`src/rtl/charmap_renderer_pkg.sv`:
```
// Shared definitions for the character-map renderer: register map, pipeline depth
// and the 8-bit attribute to RGB888 expansion.
package charmap_renderer_pkg;

    localparam int LATENCY = 3;

    localparam logic [2:0] REG_SCROLL_X_LO = 3'd0;
    localparam logic [2:0] REG_SCROLL_X_HI = 3'd1;
    localparam logic [2:0] REG_SCROLL_Y_LO = 3'd2;
    localparam logic [2:0] REG_SCROLL_Y_HI = 3'd3;
    localparam logic [2:0] REG_BG_COLOR    = 3'd4;
    localparam logic [2:0] REG_CTRL        = 3'd5;

    // Attribute layout {B[7:6],G[5:3],R[2:0]}; each field is replicated to fill the top 6 bits.
    function automatic logic [23:0] attr_to_rgb(input logic [7:0] a);
        return {a[2:0], a[2:0], 2'b00,
                a[5:3], a[5:3], 2'b00,
                a[7:6], a[7:6], a[7:6], 2'b00};
    endfunction

endpackage

```
`src/rtl/charmap_renderer_if.sv`:
```
// Register-write and external memory fetch bus of the renderer.
// master = renderer side (drives fetch addresses), slave = CPU/memory side.
interface charmap_renderer_if #(
    parameter int MAP_W = 11
);
    logic             reg_wr;
    logic [2:0]       reg_addr;
    logic [7:0]       reg_data;
    logic [MAP_W-1:0] map_addr;
    logic [7:0]       chram_q;
    logic [7:0]       colram_q;
    logic [10:0]      chrom_addr;
    logic [7:0]       chrom_q;

    modport master (
        input  reg_wr, reg_addr, reg_data, chram_q, colram_q, chrom_q,
        output map_addr, chrom_addr
    );

    modport slave (
        output reg_wr, reg_addr, reg_data, chram_q, colram_q, chrom_q,
        input  map_addr, chrom_addr
    );
endinterface

```
`src/rtl/charmap_renderer_regs.sv`:
```
// Shadow/active register file. CPU writes land in the shadow copy; the active copy
// reloads from shadow on the pixel edge where vblank rises, so scroll never tears mid-frame.
module charmap_regs
    import charmap_renderer_pkg::*;
(
    input  logic        clk_sys,
    input  logic        reset,
    input  logic        ce_pix,
    input  logic        vblank_in,
    input  logic        reg_wr,
    input  logic [2:0]  reg_addr,
    input  logic [7:0]  reg_data,
    output logic [15:0] scroll_x,
    output logic [15:0] scroll_y,
    output logic [7:0]  bg_color,
    output logic        enable,
    output logic        bg_opaque
);

    logic [15:0] sh_scroll_x;
    logic [15:0] sh_scroll_y;
    logic [7:0]  sh_bg_color;
    logic [1:0]  sh_ctrl;
    logic        vblank_prev;
    logic        latch;

    assign latch = ce_pix && vblank_in && !vblank_prev;

    always_ff @(posedge clk_sys) begin
        if (reset) begin
            sh_scroll_x <= '0;
            sh_scroll_y <= '0;
            sh_bg_color <= '0;
            sh_ctrl     <= '0;
            vblank_prev <= 1'b0;
            scroll_x    <= '0;
            scroll_y    <= '0;
            bg_color    <= '0;
            enable      <= 1'b0;
            bg_opaque   <= 1'b0;
        end else begin
            if (ce_pix)
                vblank_prev <= vblank_in;
            // Non-blocking reads give the pre-write shadow when a write shares the latch clock.
            if (latch) begin
                scroll_x  <= sh_scroll_x;
                scroll_y  <= sh_scroll_y;
                bg_color  <= sh_bg_color;
                enable    <= sh_ctrl[0];
                bg_opaque <= sh_ctrl[1];
            end
            if (reg_wr) begin
                case (reg_addr)
                    REG_SCROLL_X_LO: sh_scroll_x[7:0]  <= reg_data;
                    REG_SCROLL_X_HI: sh_scroll_x[15:8] <= reg_data;
                    REG_SCROLL_Y_LO: sh_scroll_y[7:0]  <= reg_data;
                    REG_SCROLL_Y_HI: sh_scroll_y[15:8] <= reg_data;
                    REG_BG_COLOR:    sh_bg_color       <= reg_data;
                    REG_CTRL:        sh_ctrl           <= reg_data[1:0];
                    default: ;
                endcase
            end
        end
    end

endmodule

```
`src/rtl/charmap_renderer.sv`:
```
// Character-map renderer: raster counters plus scroll -> map fetch -> glyph fetch -> RGB888,
// three pixel-enable stages deep with sync/blank delayed alongside.
module charmap_renderer
    import charmap_renderer_pkg::*;
#(
    parameter int COLS_LOG2 = 6,
    parameter int ROWS_LOG2 = 5,
    parameter int CNT_W     = 9
) (
    input  logic             clk_sys,
    input  logic             reset,
    input  logic             ce_pix,
    input  logic [CNT_W-1:0] hcnt,
    input  logic [CNT_W-1:0] vcnt,
    input  logic             hblank_in,
    input  logic             vblank_in,
    input  logic             hs_in,
    input  logic             vs_in,
    charmap_renderer_if.master bus,
    output logic [7:0]       rgb_r,
    output logic [7:0]       rgb_g,
    output logic [7:0]       rgb_b,
    output logic             hblank,
    output logic             vblank,
    output logic             hs,
    output logic             vs
);

    localparam int PX_W  = COLS_LOG2 + 3;
    localparam int PY_W  = ROWS_LOG2 + 3;
    localparam int MAP_W = COLS_LOG2 + ROWS_LOG2;

    logic [15:0]      scroll_x;
    logic [15:0]      scroll_y;
    logic [7:0]       bg_color;
    logic             enable;
    logic             bg_opaque;

    logic [PX_W-1:0]  px;
    logic [PY_W-1:0]  py;
    logic [MAP_W-1:0] map_addr_q;
    logic [2:0]       s1_fine_x;
    logic [2:0]       s1_fine_y;
    logic [10:0]      chrom_addr_q;
    logic [7:0]       s2_attr;
    logic [2:0]       s2_fine_x;
    logic [3:0]       sync_q [LATENCY];
    logic             pix;
    logic [23:0]      rgb_next;
    logic             unused_scroll_bits;

    charmap_regs u_regs (
        .clk_sys   (clk_sys),
        .reset     (reset),
        .ce_pix    (ce_pix),
        .vblank_in (vblank_in),
        .reg_wr    (bus.reg_wr),
        .reg_addr  (bus.reg_addr),
        .reg_data  (bus.reg_data),
        .scroll_x  (scroll_x),
        .scroll_y  (scroll_y),
        .bg_color  (bg_color),
        .enable    (enable),
        .bg_opaque (bg_opaque)
    );

    // Map wrap-around is plain truncation to the map size in pixels.
    assign px = PX_W'(hcnt) + scroll_x[PX_W-1:0];
    assign py = PY_W'(vcnt) + scroll_y[PY_W-1:0];
    assign unused_scroll_bits = ^{scroll_x[15:PX_W], scroll_y[15:PY_W]};

    assign bus.map_addr   = map_addr_q;
    assign bus.chrom_addr = chrom_addr_q;

    always_comb begin
        rgb_next = '0;
        pix      = bus.chrom_q[3'd7 - s2_fine_x];
        if (enable && !(sync_q[LATENCY-2][3] || sync_q[LATENCY-2][2])) begin
            if (pix)
                rgb_next = attr_to_rgb(s2_attr);
            else if (bg_opaque)
                rgb_next = attr_to_rgb(bg_color);
        end
    end

    always_ff @(posedge clk_sys) begin
        if (reset) begin
            map_addr_q   <= '0;
            s1_fine_x    <= '0;
            s1_fine_y    <= '0;
            chrom_addr_q <= '0;
            s2_attr      <= '0;
            s2_fine_x    <= '0;
            rgb_r        <= '0;
            rgb_g        <= '0;
            rgb_b        <= '0;
            for (int i = 0; i < LATENCY; i++)
                sync_q[i] <= '0;
        end else if (ce_pix) begin
            map_addr_q   <= {py[PY_W-1:3], px[PX_W-1:3]};
            s1_fine_x    <= px[2:0];
            s1_fine_y    <= py[2:0];
            chrom_addr_q <= {bus.chram_q, s1_fine_y};
            s2_attr      <= bus.colram_q;
            s2_fine_x    <= s1_fine_x;
            {rgb_r, rgb_g, rgb_b} <= rgb_next;
            sync_q[0]    <= {hblank_in, vblank_in, hs_in, vs_in};
            for (int i = 1; i < LATENCY; i++)
                sync_q[i] <= sync_q[i-1];
        end
    end

    assign {hblank, vblank, hs, vs} = sync_q[LATENCY-1];

endmodule

```
`src/flat_wrapper.sv`:
```
// flat-port wrapper written by rule: the top's interface ports become plain ports
module charmap_renderer_flat import charmap_renderer_pkg::*;
#(
    parameter int COLS_LOG2 = 6,
    parameter int ROWS_LOG2 = 5,
    parameter int CNT_W     = 9
)
  (clk_sys, reset, ce_pix, hcnt, vcnt, hblank_in, vblank_in, hs_in, vs_in, rgb_r, rgb_g, rgb_b, hblank, vblank, hs, vs, bus_reg_wr, bus_reg_addr, bus_reg_data, bus_chram_q, bus_colram_q, bus_chrom_q, bus_map_addr, bus_chrom_addr);
  charmap_renderer_if #(.MAP_W((COLS_LOG2 + ROWS_LOG2))) bus_i ();
  input  logic clk_sys;
  input  logic reset;
  input  logic ce_pix;
  input  logic [CNT_W-1:0] hcnt;
  input  logic [CNT_W-1:0] vcnt;
  input  logic hblank_in;
  input  logic vblank_in;
  input  logic hs_in;
  input  logic vs_in;
  output logic [7:0] rgb_r;
  output logic [7:0] rgb_g;
  output logic [7:0] rgb_b;
  output logic hblank;
  output logic vblank;
  output logic hs;
  output logic vs;
  input wire logic [$bits(bus_i.reg_wr)-1:0] bus_reg_wr;
  input wire logic [$bits(bus_i.reg_addr)-1:0] bus_reg_addr;
  input wire logic [$bits(bus_i.reg_data)-1:0] bus_reg_data;
  input wire logic [$bits(bus_i.chram_q)-1:0] bus_chram_q;
  input wire logic [$bits(bus_i.colram_q)-1:0] bus_colram_q;
  input wire logic [$bits(bus_i.chrom_q)-1:0] bus_chrom_q;
  output wire logic [$bits(bus_i.map_addr)-1:0] bus_map_addr;
  output wire logic [$bits(bus_i.chrom_addr)-1:0] bus_chrom_addr;
  assign bus_i.reg_wr = bus_reg_wr;
  assign bus_i.reg_addr = bus_reg_addr;
  assign bus_i.reg_data = bus_reg_data;
  assign bus_i.chram_q = bus_chram_q;
  assign bus_i.colram_q = bus_colram_q;
  assign bus_i.chrom_q = bus_chrom_q;
  assign bus_map_addr = bus_i.map_addr;
  assign bus_chrom_addr = bus_i.chrom_addr;
  charmap_renderer #(.COLS_LOG2(COLS_LOG2), .ROWS_LOG2(ROWS_LOG2), .CNT_W(CNT_W)) u_core (.clk_sys(clk_sys), .reset(reset), .ce_pix(ce_pix), .hcnt(hcnt), .vcnt(vcnt), .hblank_in(hblank_in), .vblank_in(vblank_in), .hs_in(hs_in), .vs_in(vs_in), .bus(bus_i), .rgb_r(rgb_r), .rgb_g(rgb_g), .rgb_b(rgb_b), .hblank(hblank), .vblank(vblank), .hs(hs), .vs(vs));
endmodule
```
`config.mk`:
```
export PLATFORM = sky130hd
export DESIGN_NAME = charmap_renderer_flat
export DESIGN_NICKNAME = d
export VERILOG_FILES = /design/src/rtl/charmap_renderer_pkg.sv /design/src/rtl/charmap_renderer_if.sv /design/src/rtl/charmap_renderer_regs.sv /design/src/rtl/charmap_renderer.sv /design/src/flat_wrapper.sv
export SDC_FILE = /design/constraint.sdc
export NUM_CORES = 1
export LEC_CHECK = 0
export BUFFER_PORTS_ARGS = -buffer_cell sky130_fd_sc_hd__buf_4
export CAP_MARGIN = 15
export CORE_ASPECT_RATIO = 0.7
export CORE_MARGIN = 1
export CORE_UTILIZATION = 60
export CTS_BUF_LIST = sky130_fd_sc_hd__clkbuf_8
export DETAILED_ROUTE_END_ITERATION = 10
export GPL_TIMING_DRIVEN = 1
export PLACE_DENSITY = 0.94
export SYNTH_ARGS = -nofsm -noshare
export SYNTH_HDL_FRONTEND = slang
export SYNTH_HIERARCHICAL = 1
export SYNTH_SLANG_ARGS = --single-unit
```
`constraint.sdc`:
```
create_clock -name clk_sys -period 3 [get_ports clk_sys]
set_clock_uncertainty 0.1 [all_clocks]
set_input_delay 0.3 -clock clk_sys [delete_from_list [all_inputs] [get_ports clk_sys]]
set_output_delay 0.3 -clock clk_sys [all_outputs]
set_load 0.02 [all_outputs]
```
* After elaboration in Yosys (flattened, before gate mapping)
Memories as Yosys holds them, arrays and structs flattened. Cells that the tools add are included.
Storage, ports and cells: register bits 118, memory bits (writable) 12, output and inout bits 50, logic and storage cells 57, memories 1
Memories:
- u_core.sync_q | words 3, width 4, read ports 3, clocked after Yosys merged registers in 0, wr ports 3, RTL line charmap_renderer.sv:47 | logic [3:0] sync_q [LATENCY];
Operators by class: add/subtract/negate cells 3, order comparisons 1, eq/ne operators 4, muxes and demuxes 13, bitwise gates (word level) 3, reductions and logical operators 12
Operator list (count):
- 2-to-1 mux 24 bit | 3
- 2-to-1 mux 4 bit | 3
- AND reduction 2 bit | 5
- adder 9 bit | 1
- adder 8 bit | 1
- == test 3 bit, second input constant | 2
- 2-to-1 mux 1 bit | 6
- less-than comparator 3 x 4 -> 1 bit, second input constant | 1
- binary-select mux 1 bit (select 3 bit) | 1
- == test 3 x 1 -> 1 bit, second input constant | 1
- == test 3 x 2 -> 1 bit, second input constant | 1
- logical AND 1 bit | 3
- logical NOT 3 bit | 1
- OR 1 bit | 3
- subtractor 3 bit, first input constant | 1
- logical NOT 1 bit | 2
- logical OR 1 bit | 1

* Depth between registers and ports, before layout
depth after elaboration 5, mapped depth 7, mapped depth without buffers 7

* By module
The synthesis kept the hierarchy.
By module, submodules not included:
- charmap_regs | times used 1, cells each 291, area an instance 3392.0 sq um
- charmap_renderer | times used 1, cells each 314, area an instance 3100.5 sq um

* Worst setup path before layout
OpenSTA, ideal clock, no wires.
kind input to register, start input port hcnt[0], end register u_core.map_addr_q[5], in the netlist u_core/bus.map_addr[5], library setup time 0.137 ns, data arrival time 1.721 ns, slack 1.042 ns, stages on the path 6, buffers on the path 0, path through ha_1 -> fa_1 -> a211oi_1 -> o21ai_0 -> o311ai_0 -> o211ai_1
Between the ends: longest elaborated chain between the ends 1
RTL lines:
- from (decl) | RTL line flat_wrapper.sv:13 | input logic [CNT_W-1:0] hcnt;
- adder 9 bit | RTL line charmap_renderer.sv:68 | assign px = PX_W'(hcnt) + scroll_x[PX_W-1:0];
- to (signal assigned) | RTL line charmap_renderer.sv:100 | map_addr_q <= {py[PY_W-1:3], px[PX_W-1:3]};
- to (decl) | RTL line charmap_renderer.sv:41 | logic [MAP_W-1:0] map_addr_q;
Every way passes these cells. A chain may end at the register's enable or synchronous reset.

* Worst setup path in the final report
start register u_core.u_regs.scroll_x[0], end register u_core.map_addr_q[5], in the netlist u_core/bus.map_addr[5]
Between the ends: longest elaborated chain between the ends 1
RTL lines:
- from (decl) | RTL line charmap_renderer_regs.sv:13 | output logic [15:0] scroll_x,
- from (signal assigned) | RTL line charmap_renderer_regs.sv:46 | scroll_x <= sh_scroll_x;
- adder 9 bit | RTL line charmap_renderer.sv:68
Every way passes these cells.

==> flow_summary.html <==
<table>
<tr><th>Metric</th><th>Value</th></tr>
<tr><th colspan="2">Run status</th></tr>
<tr><td>Outcome</td><td>finished clean</td></tr>
<tr><th colspan="2">Power and ir drop</th></tr>
<tr><td>Internal portion of total power</td><td>2.841 mW</td></tr>
<tr><td>Worst voltage drop across the vdd grid</td><td>0.0002509 V</td></tr>
<tr><td>Combinational cell fraction of total power</td><td>between 10% and 20%</td></tr>
<tr><td>Sw frac</td><td>22.13%</td></tr>
<tr><td>Net Switching</td><td>0.8072 mW</td></tr>
<tr><td>Total leakage power</td><td>between 2 and 3 nW</td></tr>
<tr><td>Power per cell area</td><td>559.8 nW/µm²</td></tr>
<tr><td>Share of power burned in registers</td><td>44.4%</td></tr>
<tr><td>Clock power frac</td><td>a little under half</td></tr>
<tr><th colspan="2">Clock tree</th></tr>
<tr><td>CTS Buf Count</td><td>17</td></tr>
<tr><td>H-Tree Level Count</td><td>4</td></tr>
<tr><td>Total of cells resized after clock tree synthesis</td><td>0</td></tr>
<tr><td>Clock tree from TritonCTS</td><td>done</td></tr>
<tr><td>Maximum clock path buffer count</td><td>2</td></tr>
<tr><td>Clock-pin slew on the worst setup and hold paths</td><td>approximately 70 ps</td></tr>
<tr><td>Post-CTS setup buffers</td><td>0</td></tr>
<tr><td>Clock Latency Late Sink</td><td>approximately 410 ps</td></tr>
<tr><td>Root buffer selected by CTS</td><td>clkbuf_8</td></tr>
<tr><td>Number of hold-repair buffers added at the cts stage</td><td>0</td></tr>
<tr><td>Number of sinks handled by clock tree synthesis</td><td>114</td></tr>
<tr><th colspan="2">Critical path</th></tr>
<tr><td>CP endpoint kind</td><td>flop</td></tr>
<tr><td>Endpoint arrival time on the critical path</td><td>approximately 2500 ps</td></tr>
<tr><td>Required time reported for the critical path endpoint</td><td>around 3200 ps</td></tr>
<tr><td>Classification of the worst setup path</td><td>flop to flop</td></tr>
<tr><td>Top fanout value on the critical path</td><td>3</td></tr>
<tr><td>Largest stage delay, worst path</td><td>approximately 440 ps</td></tr>
<tr><td>Startpoint kind of the worst setup timing path</td><td>flop</td></tr>
<tr><td>Cell-by-cell trace of the critical path</td><td>ha_1, fa_1, a211oi_1, o21ai_0, o311ai_0, o211ai_1</td></tr>
<tr><td>Critical Path Slowest Stage Cell</td><td>fa_1</td></tr>
<tr><th colspan="2">Die</th></tr>
<tr><td>Overall die height</td><td>around 81 µm</td></tr>
<tr><td>Effective utilization at floorplan</td><td>a little over three fifths</td></tr>
<tr><td>Placeable Area</td><td>approximately 8600 µm²</td></tr>
<tr><td>Top-Level Pins</td><td>between 100 and 150</td></tr>
<tr><td>Row cnt</td><td>28</td></tr>
<tr><td>Die width</td><td>115.2 µm</td></tr>
<tr><td>Total Die Area</td><td>just over 9000 µm²</td></tr>
<tr><th colspan="2">STA</th></tr>
<tr><td>Relative max-transition margin</td><td>between 50% and 60%</td></tr>
<tr><td>Transition time at the pin with the least slew margin</td><td>around 650 ps</td></tr>
<tr><td>Number of failing hold endpoints at the final stage</td><td>0</td></tr>
<tr><td>Max Clk Rate</td><td>between 400 and 500 MHz</td></tr>
<tr><td>Setup TNS</td><td>0 ps</td></tr>
<tr><td>Final-report max-slew violation count</td><td>0</td></tr>
<tr><td>Final min period</td><td>approximately 2300 ps</td></tr>
<tr><td>Setup violators final</td><td>0</td></tr>
<tr><td>Share of the clock period used by the worst path</td><td>approximately 76%</td></tr>
<tr><td>Setup repair after global routing missed its margin</td><td>no</td></tr>
<tr><th colspan="2">Logic synthesis</th></tr>
<tr><td>Number of warnings printed during yosys synthesis</td><td>6</td></tr>
<tr><td>Post-Synthesis Cells</td><td>between 500 and 600</td></tr>
<tr><td>Syn avg cell area</td><td>about 10 µm²</td></tr>
<tr><td>Summed instance area of the synthesized netlist</td><td>5383 µm²</td></tr>
<tr><th colspan="2">Place</th></tr>
<tr><td>Number of buffers added on ports</td><td>a little over 100</td></tr>
<tr><td>Number of cells after detailed placement</td><td>around 700</td></tr>
<tr><td>Estimated wirelength of the detail-placed design</td><td>~8600 µm</td></tr>
<tr><td>Final RePlAce weighted congestion</td><td>between 0.8 and 0.9</td></tr>
<tr><th colspan="2">GRT</th></tr>
<tr><td>Global-route wire length before repair</td><td>about 19,000 µm</td></tr>
<tr><td>Largest net degree at the start of global routing</td><td>76</td></tr>
<tr><td>Antenna violations before repair</td><td>0</td></tr>
<tr><td>Number of global-route vias before repair</td><td>between 3,000 and 4,000</td></tr>
<tr><td>Total global routing overflow</td><td>0</td></tr>
<tr><td>GRT Util Overall</td><td>roughly 27%</td></tr>
<tr><th colspan="2">Drt</th></tr>
<tr><td>Via Count</td><td>4,177</td></tr>
<tr><td>Detailed Routing Iterations Pass 1</td><td>8</td></tr>
<tr><td>Residual antenna-violating net count after detailed routing</td><td>0</td></tr>
<tr><td>Via-to-Cell Ratio</td><td>around 5.7</td></tr>
<tr><td>Count of unresolved DRC violations after routing</td><td>0</td></tr>
<tr><td>Routed wire length per instance</td><td>approximately 17 µm</td></tr>
<tr><td>DRC violation total after the first TritonRoute iteration</td><td>approximately 350</td></tr>
<tr><td>Total Wirelength</td><td>12,470 µm</td></tr>
<tr><th colspan="2">Finish</th></tr>
<tr><td>Highest-count cells in the layout ignoring fill and taps</td><td>buf_4 (109), dfxtp_1 (102), mux2i_1 (89)</td></tr>
<tr><td>Net total in the final layout</td><td>~680</td></tr>
<tr><td>Leading cell type in the layout, fill and taps excluded</td><td>buf_4</td></tr>
<tr><td>Final non-filler cell total</td><td>730</td></tr>
<tr><td>Core utilization of the finished layout</td><td>75.92%</td></tr>
<tr><td>Fraction of final layout cells sized beyond drive strength 1</td><td>about a quarter</td></tr>
<tr><td>Filler cell count in the final layout</td><td>about 520</td></tr>
<tr><td>Number of diodes</td><td>0</td></tr>
<tr><td>Layout Area Growth over Synthesis</td><td>21.06%</td></tr>
<tr><th colspan="2">Worst hold path</th></tr>
<tr><td>Worst hold path type</td><td>input port to flop</td></tr>
<tr><th colspan="2">Job</th></tr>
<tr><td>Max-cap violation count</td><td>0</td></tr>
</table>
[worst max-delay path: cells and delay by family (launching register included)]
kind                     cells  cell delay (ps)
AO/OA/AOI/OAI                4             1030
adder cells (fa/ha/maj)      2              680
flip-flops                   1              330
[layout make-up]
cell class	instances	area, µm²	share of cell area, %
well taps	120	150.1	2.304
inverters	5	18.77	0.2880
repair buffers	109	818.3	12.56
clock buffers	21	289.0	4.435
multi-input cells	350	2656	40.76
flip-flops and latches	114	2402	36.87
clock inverters	11	181.4	2.784
[metal layers]
layer / wire, µm / track usage (%) / part of all wire, % / up-vias
met5: 0 / 0 / 0 / -
li1: - / - / - / 1933
met2: 5994 / 46.45 / 48 / 204
met4: 314 / 11.17 / 2.5 / 0
met1: 5343 / 33.05 / 43 / 1996
met3: 816 / 6.940 / 6.5 / 44
[worst paths after layout]
kind                            cells past startpoint  slack (ps)                                  end                              startpoint
worst max-delay path                                6         730  u_core/bus.map_addr[5]$_SDFFE_PP0P_  u_core/u_regs/scroll_x[0]$_SDFFE_PP0P_
worst min-delay path                                3          20       u_core/s2_attr[1]$_SDFFE_PP0P_                         bus_colram_q[1]
worst max register to register                      6         730  u_core/bus.map_addr[5]$_SDFFE_PP0P_  u_core/u_regs/scroll_x[0]$_SDFFE_PP0P_
worst min register to register                      2         370         u_core/rgb_r[4]$_SDFFE_PP0P_            u_core/rgb_r[4]$_SDFFE_PP0P_
[power by group through the flow]
stage	registers, mW	logic, mW	clock network [mW]
floorplan	1.67	0.214	0
global placement	1.65	0.345	0
detailed placement	1.65	0.361	0
CTS	1.62	0.364	1.68
global route	1.62	0.391	1.75
finish	1.62	0.367	1.66
[state kept, by name, indices dropped and copies added (netlist names)]
name                       count
u_core/s1_fine_x               3
u_core/s2_fine_x               3
u_core/u_regs/sh_scroll_y      8
u_core/rgb_g                   3
u_core/bus.map_addr           11
u_core/s2_attr                 8
u_core/u_regs/sh_bg_color      8
u_core/bus.chrom_addr         11
u_core/rgb_r                   3
u_core/u_regs/sh_ctrl          2
u_core/u_regs/scroll_x         9
u_core/rgb_b                   2
u_core/u_regs/bg_color         8
u_core/sync_q                 12
u_core/u_regs/bg_opaque        1
u_core/u_regs/enable           1
u_core/u_regs/sh_scroll_x      9
u_core/s1_fine_y               3
u_core/u_regs/vblank_prev      1
u_core/u_regs/scroll_y         8
[through the flow]
stage	hold WS (ps)	instance area [µm²]	setup slack (ps)	power (mW)
finish	23.26	6516	726.8	3.648
global route	13.46	6516	571.5	3.761
CTS	5.129	6516	822.6	3.662
detailed placement	360.4	6046	743.8	2.013
global placement	354.7	6046	788.8	1.993
floorplan	343.6	5401	1042	1.884
Power figures use the tool's default switching activity.
